$ cat src/rtl/button_pkg.sv
// Shared types and constants for button event decoding.
package button_pkg;

  typedef enum logic [1:0] {
    IDLE      = 2'd0,
    PRESSED   = 2'd1,
    LONG_HELD = 2'd2
  } state_t;

  localparam int LONG_CYCLES_DEF   = 100_000_000;
  localparam int REPEAT_CYCLES_DEF = 20_000_000;

  // Small thresholds so simulations stay short
  localparam int LONG_SIM   = 8;
  localparam int REPEAT_SIM = 4;

endpackage

$ cat src/rtl/button_event_decoder_if.sv
// Button level in, decoded single-cycle events and press counter out.
interface button_event_decoder_if;

  logic       db_in;
  logic       press_pulse;
  logic       release_pulse;
  logic       click_pulse;
  logic       long_pulse;
  logic       repeat_pulse;
  logic       held;
  logic [7:0] press_count;

  modport master (
    output db_in,
    input  press_pulse, release_pulse, click_pulse, long_pulse,
           repeat_pulse, held, press_count
  );

  modport slave (
    input  db_in,
    output press_pulse, release_pulse, click_pulse, long_pulse,
           repeat_pulse, held, press_count
  );

endinterface

$ cat src/rtl/sync_2ff.sv
// Single-bit two-flop synchroniser with asynchronous active-low clear.
module sync_2ff (
  input  logic clock,
  input  logic reset_n,
  input  logic d,
  output logic q
);

  logic s1;
  logic s2;

  always_ff @(posedge clock or negedge reset_n) begin
    if (!reset_n) begin
      s1 <= 1'b0;
      s2 <= 1'b0;
    end else begin
      s1 <= d;
      s2 <= s1;
    end
  end

  assign q = s2;

endmodule

$ cat src/rtl/button_event_decoder.sv
// Turns a resynchronised debounced button level into press/release/click/long/repeat events.
// Optional auto-repeat while long-held is enabled by defining AUTO_REPEAT_EN.
module button_event_decoder
  import button_pkg::*;
#(
  parameter int LONG_CYCLES   = LONG_CYCLES_DEF,
  parameter int REPEAT_CYCLES = REPEAT_CYCLES_DEF,
  parameter int CNT_W         = 27
) (
  input  logic                  clock,
  input  logic                  reset_n,
  button_event_decoder_if.slave bus
);

  localparam logic [CNT_W-1:0] LONG_LAST = CNT_W'(LONG_CYCLES - 1);

  if (LONG_CYCLES < 2 || REPEAT_CYCLES < 1 || CNT_W < 1 || CNT_W > 62 ||
      longint'(LONG_CYCLES - 1) >= (64'sd1 <<< CNT_W) ||
      longint'(REPEAT_CYCLES - 1) >= (64'sd1 <<< CNT_W)) begin : g_param_check
    $error("button_event_decoder: invalid LONG_CYCLES/REPEAT_CYCLES/CNT_W");
  end

  logic             s2;
  state_t           state, state_nxt;
  logic [CNT_W-1:0] cnt, cnt_nxt;
  logic [7:0]       count_q, count_nxt;
  logic             press_q, release_q, click_q, long_q, held_q;
  logic             press_nxt, release_nxt, click_nxt, long_nxt, repeat_nxt;

  sync_2ff u_sync (
    .clock   (clock),
    .reset_n (reset_n),
    .d       (bus.db_in),
    .q       (s2)
  );

  // Release is checked first in every held state so it wins any race with a threshold
  always_comb begin
    state_nxt   = state;
    cnt_nxt     = cnt;
    count_nxt   = count_q;
    press_nxt   = 1'b0;
    release_nxt = 1'b0;
    click_nxt   = 1'b0;
    long_nxt    = 1'b0;
    repeat_nxt  = 1'b0;
    case (state)
      IDLE: begin
        if (s2) begin
          state_nxt = PRESSED;
          press_nxt = 1'b1;
          cnt_nxt   = '0;
          count_nxt = count_q + 8'd1;
        end
      end
      PRESSED: begin
        if (!s2) begin
          state_nxt   = IDLE;
          release_nxt = 1'b1;
          click_nxt   = 1'b1;
        end else if (cnt == LONG_LAST) begin
          state_nxt = LONG_HELD;
          long_nxt  = 1'b1;
          cnt_nxt   = '0;
        end else begin
          cnt_nxt = cnt + 1'b1;
        end
      end
      LONG_HELD: begin
        if (!s2) begin
          state_nxt   = IDLE;
          release_nxt = 1'b1;
        end
`ifdef AUTO_REPEAT_EN
        else if (cnt == CNT_W'(REPEAT_CYCLES - 1)) begin
          repeat_nxt = 1'b1;
          cnt_nxt    = '0;
        end else begin
          cnt_nxt = cnt + 1'b1;
        end
`endif
      end
      default: begin
        state_nxt = IDLE;
        cnt_nxt   = '0;
      end
    endcase
  end

  always_ff @(posedge clock or negedge reset_n) begin
    if (!reset_n) begin
      state     <= IDLE;
      cnt       <= '0;
      count_q   <= '0;
      press_q   <= 1'b0;
      release_q <= 1'b0;
      click_q   <= 1'b0;
      long_q    <= 1'b0;
      held_q    <= 1'b0;
    end else begin
      state     <= state_nxt;
      cnt       <= cnt_nxt;
      count_q   <= count_nxt;
      press_q   <= press_nxt;
      release_q <= release_nxt;
      click_q   <= click_nxt;
      long_q    <= long_nxt;
      held_q    <= (state_nxt != IDLE);
    end
  end

`ifdef AUTO_REPEAT_EN
  logic repeat_q;

  always_ff @(posedge clock or negedge reset_n) begin
    if (!reset_n) begin
      repeat_q <= 1'b0;
    end else begin
      repeat_q <= repeat_nxt;
    end
  end

  assign bus.repeat_pulse = repeat_q;
`else
  logic unused_repeat;
  assign unused_repeat    = repeat_nxt;
  assign bus.repeat_pulse = 1'b0;
`endif

  assign bus.press_pulse   = press_q;
  assign bus.release_pulse = release_q;
  assign bus.click_pulse   = click_q;
  assign bus.long_pulse    = long_q;
  assign bus.held          = held_q;
  assign bus.press_count   = count_q;

endmodule

$ cat src/flat_wrapper.sv
// flat-port wrapper written by rule: the top's interface ports become plain ports
module button_event_decoder_flat import button_pkg::*;
#(
  parameter int LONG_CYCLES   = LONG_CYCLES_DEF,
  parameter int REPEAT_CYCLES = REPEAT_CYCLES_DEF,
  parameter int CNT_W         = 27
)
  (clock, reset_n, bus_db_in, bus_press_pulse, bus_release_pulse, bus_click_pulse, bus_long_pulse, bus_repeat_pulse, bus_held, bus_press_count);
  button_event_decoder_if bus_i ();
  input  logic clock;
  input  logic reset_n;
  input wire logic [$bits(bus_i.db_in)-1:0] bus_db_in;
  output wire logic [$bits(bus_i.press_pulse)-1:0] bus_press_pulse;
  output wire logic [$bits(bus_i.release_pulse)-1:0] bus_release_pulse;
  output wire logic [$bits(bus_i.click_pulse)-1:0] bus_click_pulse;
  output wire logic [$bits(bus_i.long_pulse)-1:0] bus_long_pulse;
  output wire logic [$bits(bus_i.repeat_pulse)-1:0] bus_repeat_pulse;
  output wire logic [$bits(bus_i.held)-1:0] bus_held;
  output wire logic [$bits(bus_i.press_count)-1:0] bus_press_count;
  assign bus_i.db_in = bus_db_in;
  assign bus_press_pulse = bus_i.press_pulse;
  assign bus_release_pulse = bus_i.release_pulse;
  assign bus_click_pulse = bus_i.click_pulse;
  assign bus_long_pulse = bus_i.long_pulse;
  assign bus_repeat_pulse = bus_i.repeat_pulse;
  assign bus_held = bus_i.held;
  assign bus_press_count = bus_i.press_count;
  button_event_decoder #(.LONG_CYCLES(LONG_CYCLES), .REPEAT_CYCLES(REPEAT_CYCLES), .CNT_W(CNT_W)) u_core (.clock(clock), .reset_n(reset_n), .bus(bus_i));
endmodule
$ cat config.mk
export PLATFORM = sky130hd
export DESIGN_NAME = button_event_decoder_flat
export DESIGN_NICKNAME = d
export VERILOG_FILES = /design/src/rtl/button_pkg.sv /design/src/rtl/button_event_decoder_if.sv /design/src/rtl/sync_2ff.sv /design/src/rtl/button_event_decoder.sv /design/src/flat_wrapper.sv
export SDC_FILE = /design/constraint.sdc
export NUM_CORES = 1
export LEC_CHECK = 0
export ABC_AREA = 1
export CAP_MARGIN = 25
export CORE_MARGIN = 4
export CORE_UTILIZATION = 50
export DETAILED_ROUTE_END_ITERATION = 7
export GPL_TIMING_DRIVEN = 0
export HOLD_SLACK_MARGIN = 0.1
export PLACE_DENSITY = 0.73
export SYNTH_ARGS = -nofsm -noshare
export SYNTH_HDL_FRONTEND = slang
export SYNTH_SLANG_ARGS = --single-unit
$ cat constraint.sdc
create_clock -name clock -period 4.85 [get_ports clock]
set_clock_uncertainty 0.15 [all_clocks]
set_input_delay 0.97 -clock clock [delete_from_list [all_inputs] [get_ports clock]]
set_output_delay 0.97 -clock clock [all_outputs]
set_load 0.03 [all_outputs]
==> results_dict.tcl <==
set metrics [dict create \
    status "finished clean" \
    p_comb_share_pct 29.8 \
    ys.warnings.count 0 \
    fp.dieArea_sq_mm 0.006142 \
    synth_top_cell_by_area "dfrtp_1" \
    ys_seq_area_share_pct 44.47 \
    clk_path_buf_depth 2 \
    cp.required_ns 3.73 \
    drive_above_1_share_pct 15.90 \
    htreeDepth 2 \
    pin_count 17 \
    synth_top_area_share_pct 44.47 \
    ys_ff_latch 44 \
    routed_wl_mm 4.575 \
    synth_simple_gate_area_share_pct 32.79 \
    place.gp.congestion 0.8218 \
    antenna_found_initial 0 \
    critPathMaxFanout 5 \
    clkLatencyLatePin_ns 0.30 \
    dp_cells 386 \
    cts_sinks 44 \
    switching_power_mw 0.3700 \
    crit_type "reg2out" \
    hold_start "u_core.u_sync.s1$_DFF_PN0_" \
    min_to "u_core.u_sync.q$_DFF_PN0_" \
    pre_cts_ws_ns 2.620 \
    synth_compound_area_share_pct 5.306 \
    ys.flop_type "dfrtp_1" \
    cp-end-kind "output pin" \
    holdBufCountCts 0 \
    min_path_cells 0 \
    finalWorstSetupSlack_ns 2.295 \
    finalCritPeriodShare_pct 52.69 \
    grt_max_degree 31 \
    internal_power_mw 0.6912 \
    drt_pass1_iterations 4 \
    grt_pass1_vias 2000 \
    areaGrowthSynthToFinish_pct 14.55 \
    vias 1885 \
    setup_violations 0 \
    cts_setup_buffers 0 \
    max_freq_mhz 391.3 \
    route.detailed.drc 0 \
    synth-xor-area-share_pct 4.952 \
    rsz0062_at_grt "false" \
    ant_nets 0 \
    worstSetupStartpointType "register" \
    nNetsFinal 335 \
    overflow 0 \
    r2r_end "u_core.bus.press_count[6]$_DFFE_PN0P_" \
    crit_slowest_cell "clkdlybuf4s50_1" \
    setup_tns_ns 0 \
    via_per_inst 4.784 \
    synth_edf_count 0 \
    cp_top_family "buffers and inverters" \
    swShare_pct 34.87 \
    ctsResizeCount 0 \
    crit-reg2reg-launch "u_core.state[1]$_DFF_PN0_" \
    crit_path_max_incr_delay_ns 0.70 \
    synthMostInstantiatedCell "nand2_1" \
    syn_area_per_cell_sq_um 8.172 \
    io_buffers 15 \
    min_path_type "reg2reg" \
    clkPwrFrac_pct 26.6 \
    fp.dieH_um 78.37 \
    grt_first_pass_wirelength_mm 8.431 \
    pwr-share-seq_pct 43.5 \
    path_buf_inv 1 \
    path_clk_slew_ns 0.08 \
    fp-row-count 25 \
    syn-num-nets 312 \
    syn-cell-area_sq_mm 0.002476 \
    power_density_mw_per_mm2 374.1 \
    root_buffer "clkbuf_8" \
    irDropWorstVdd_mv 0.2344 \
    yosysUniqueCellTypes 30 \
    cp.arrival_ns 1.44 \
    cts_tree "yes" \
    initial_utilization_pct 52.08 \
    muxShareOfSynthArea_pct 0 \
    leakage_nw 1.335 \
    syn_inst 303 \
    layout.cells.non_filler 394 \
    grt.total_usage_pct 17.27 \
    fp.dieW_um 78.37 \
    drt-initial-drc-count 81 \
    synth_area_leaders "dfrtp_1 44%, nand2_1 9.6%, inv_1 6.8%, nor2_1 6.2%, xor2_1 4.6%" \
    wire_per_inst_um 11.61 \
    hold_viol_final 0 \
    antenna_cells 0 \
    fin_crit_ns 2.555 \
    r2r_slack_ns 2.88 \
    dp_hpwl_mm 3.410 \
    max_cap_viol_count 0 \
    ys_top_cells_by_count "63 x nand2_1, 45 x inv_1, 44 x dfrtp_1, 41 x nor2_1, 13 x xor2_1" \
    numCtsBuffers 5 \
    cp_cell_sequence "clkdlybuf4s50_1" \
    synth_fa_ha_area_share_pct 3.032 \
    fill_cells 428 \
    ys_async_sr_fraction_pct 100.0 \
    reg2regPathDepth 8 \
    synth_top_family_by_area "simple AND/OR/NAND/NOR gates" \
    slew_violations 0 \
    core_area_sq_mm 0.004755 \
]
==> how the worst max path moves through the flow <==
stage / start / slack [ns] / to / cells past startpoint
2_1_floorplan: u_core.state[1]$_DFF_PN0_ / 3.12 / u_core.bus.press_count[6]$_DFFE_PN0P_ / 8
5_1_grt: u_core.bus.press_count[4]$_DFFE_PN0P_ / 2.22 / bus_press_count[4] / 1
6_report: u_core.bus.press_count[4]$_DFFE_PN0P_ / 2.29 / bus_press_count[4] / 1
3_5_place_dp: u_core.bus.press_count[4]$_DFFE_PN0P_ / 2.62 / bus_press_count[4] / 1
3_3_place_gp: reset_n / 1.49 / u_core.bus.press_count[3]$_DFFE_PN0P_ / 1
4_1_cts: u_core.bus.press_count[4]$_DFFE_PN0P_ / 2.28 / bus_press_count[4] / 1
==> cell type report <==
type	instances	area, sq um	area share [%]
tap	67	83.83	2.955
multi-input combinational	206	1145	40.36
inverter	47	176.4	6.220
clock buffer	5	68.82	2.426
buffer	6	53.80	1.897
timing repair buffer	16	165.2	5.823
sequential	44	1101	38.82
clock inverter	3	42.54	1.500
==> power by group through the flow <==
stage	combinational [mW]	clock [mW]	sequential, mW
2_1_floorplan	0.141	0	0.528
3_3_place_gp	0.310	0	0.467
3_5_place_dp	0.320	0	0.467
4_1_cts	0.322	0.290	0.462
5_1_grt	0.347	0.308	0.472
6_report	0.316	0.283	0.462
==> layout by cell type (no fill, tap or decap), drive strengths merged <==
master	instances
nand2	75
nor2	52
inv	47
dfrtp	44
clkdlybuf4s50	14
xor2	13
nand3	13
o21ai	13
nor3	12
a21oi	8
buf	8
nand4	6
ha	6
clkbuf	5
nor3b	2
nor4	2
a31oi	1
xnor2	1
a31o	1
conb	1
bufinv	1
clkinv	1
clkinvlp	1
==> cells by family (layout without fill, tap and decap cells) <==
kind of cell    after synthesis  count (layout)
buf+inv                      53              77
flops                        44              44
simple gates                162             162
fa+ha+maj                     6               6
other cells                   1               1
compound gates               23              23
xor+xnor                     14              14
==> metrics by stage <==
step / power, mW / area, sq um / hold WS (ns) / util, %
floorplan: 0.6689 / 2476 / 0.1812 / -
global placement: 0.7770 / 2710 / 0.1840 / 57.00
detailed placement: 0.7870 / 2725 / 0.1919 / 57.32
CTS: 1.073 / 2836 / 0.2116 / 59.66
global route: 1.127 / 2836 / 0.2244 / 59.66
finish: 1.061 / 2836 / 0.2096 / 59.66
==> registers in the layout, indices dropped and copies added, names as in the netlist <==
register                  count
u_core.cnt                   27
u_core.bus.press_count        8
u_core.state                  2
u_core.bus.click_pulse        1
u_core.bus.held               1
u_core.bus.long_pulse         1
u_core.bus.press_pulse        1
u_core.bus.release_pulse      1
u_core.u_sync.q               1
u_core.u_sync.s1              1
==> layer usage <==
| layer | part of all wire (%) | track usage (%) |
|---|---|---|
| met1 | 48 | 21.33 |
| met2 | 47 | 28.68 |
| met3 | 3.4 | 5.161 |
| met4 | 1.5 | 6.119 |
| met5 | 0 | 0 |
No activity file was read; power rests on OpenSTA's default activity.
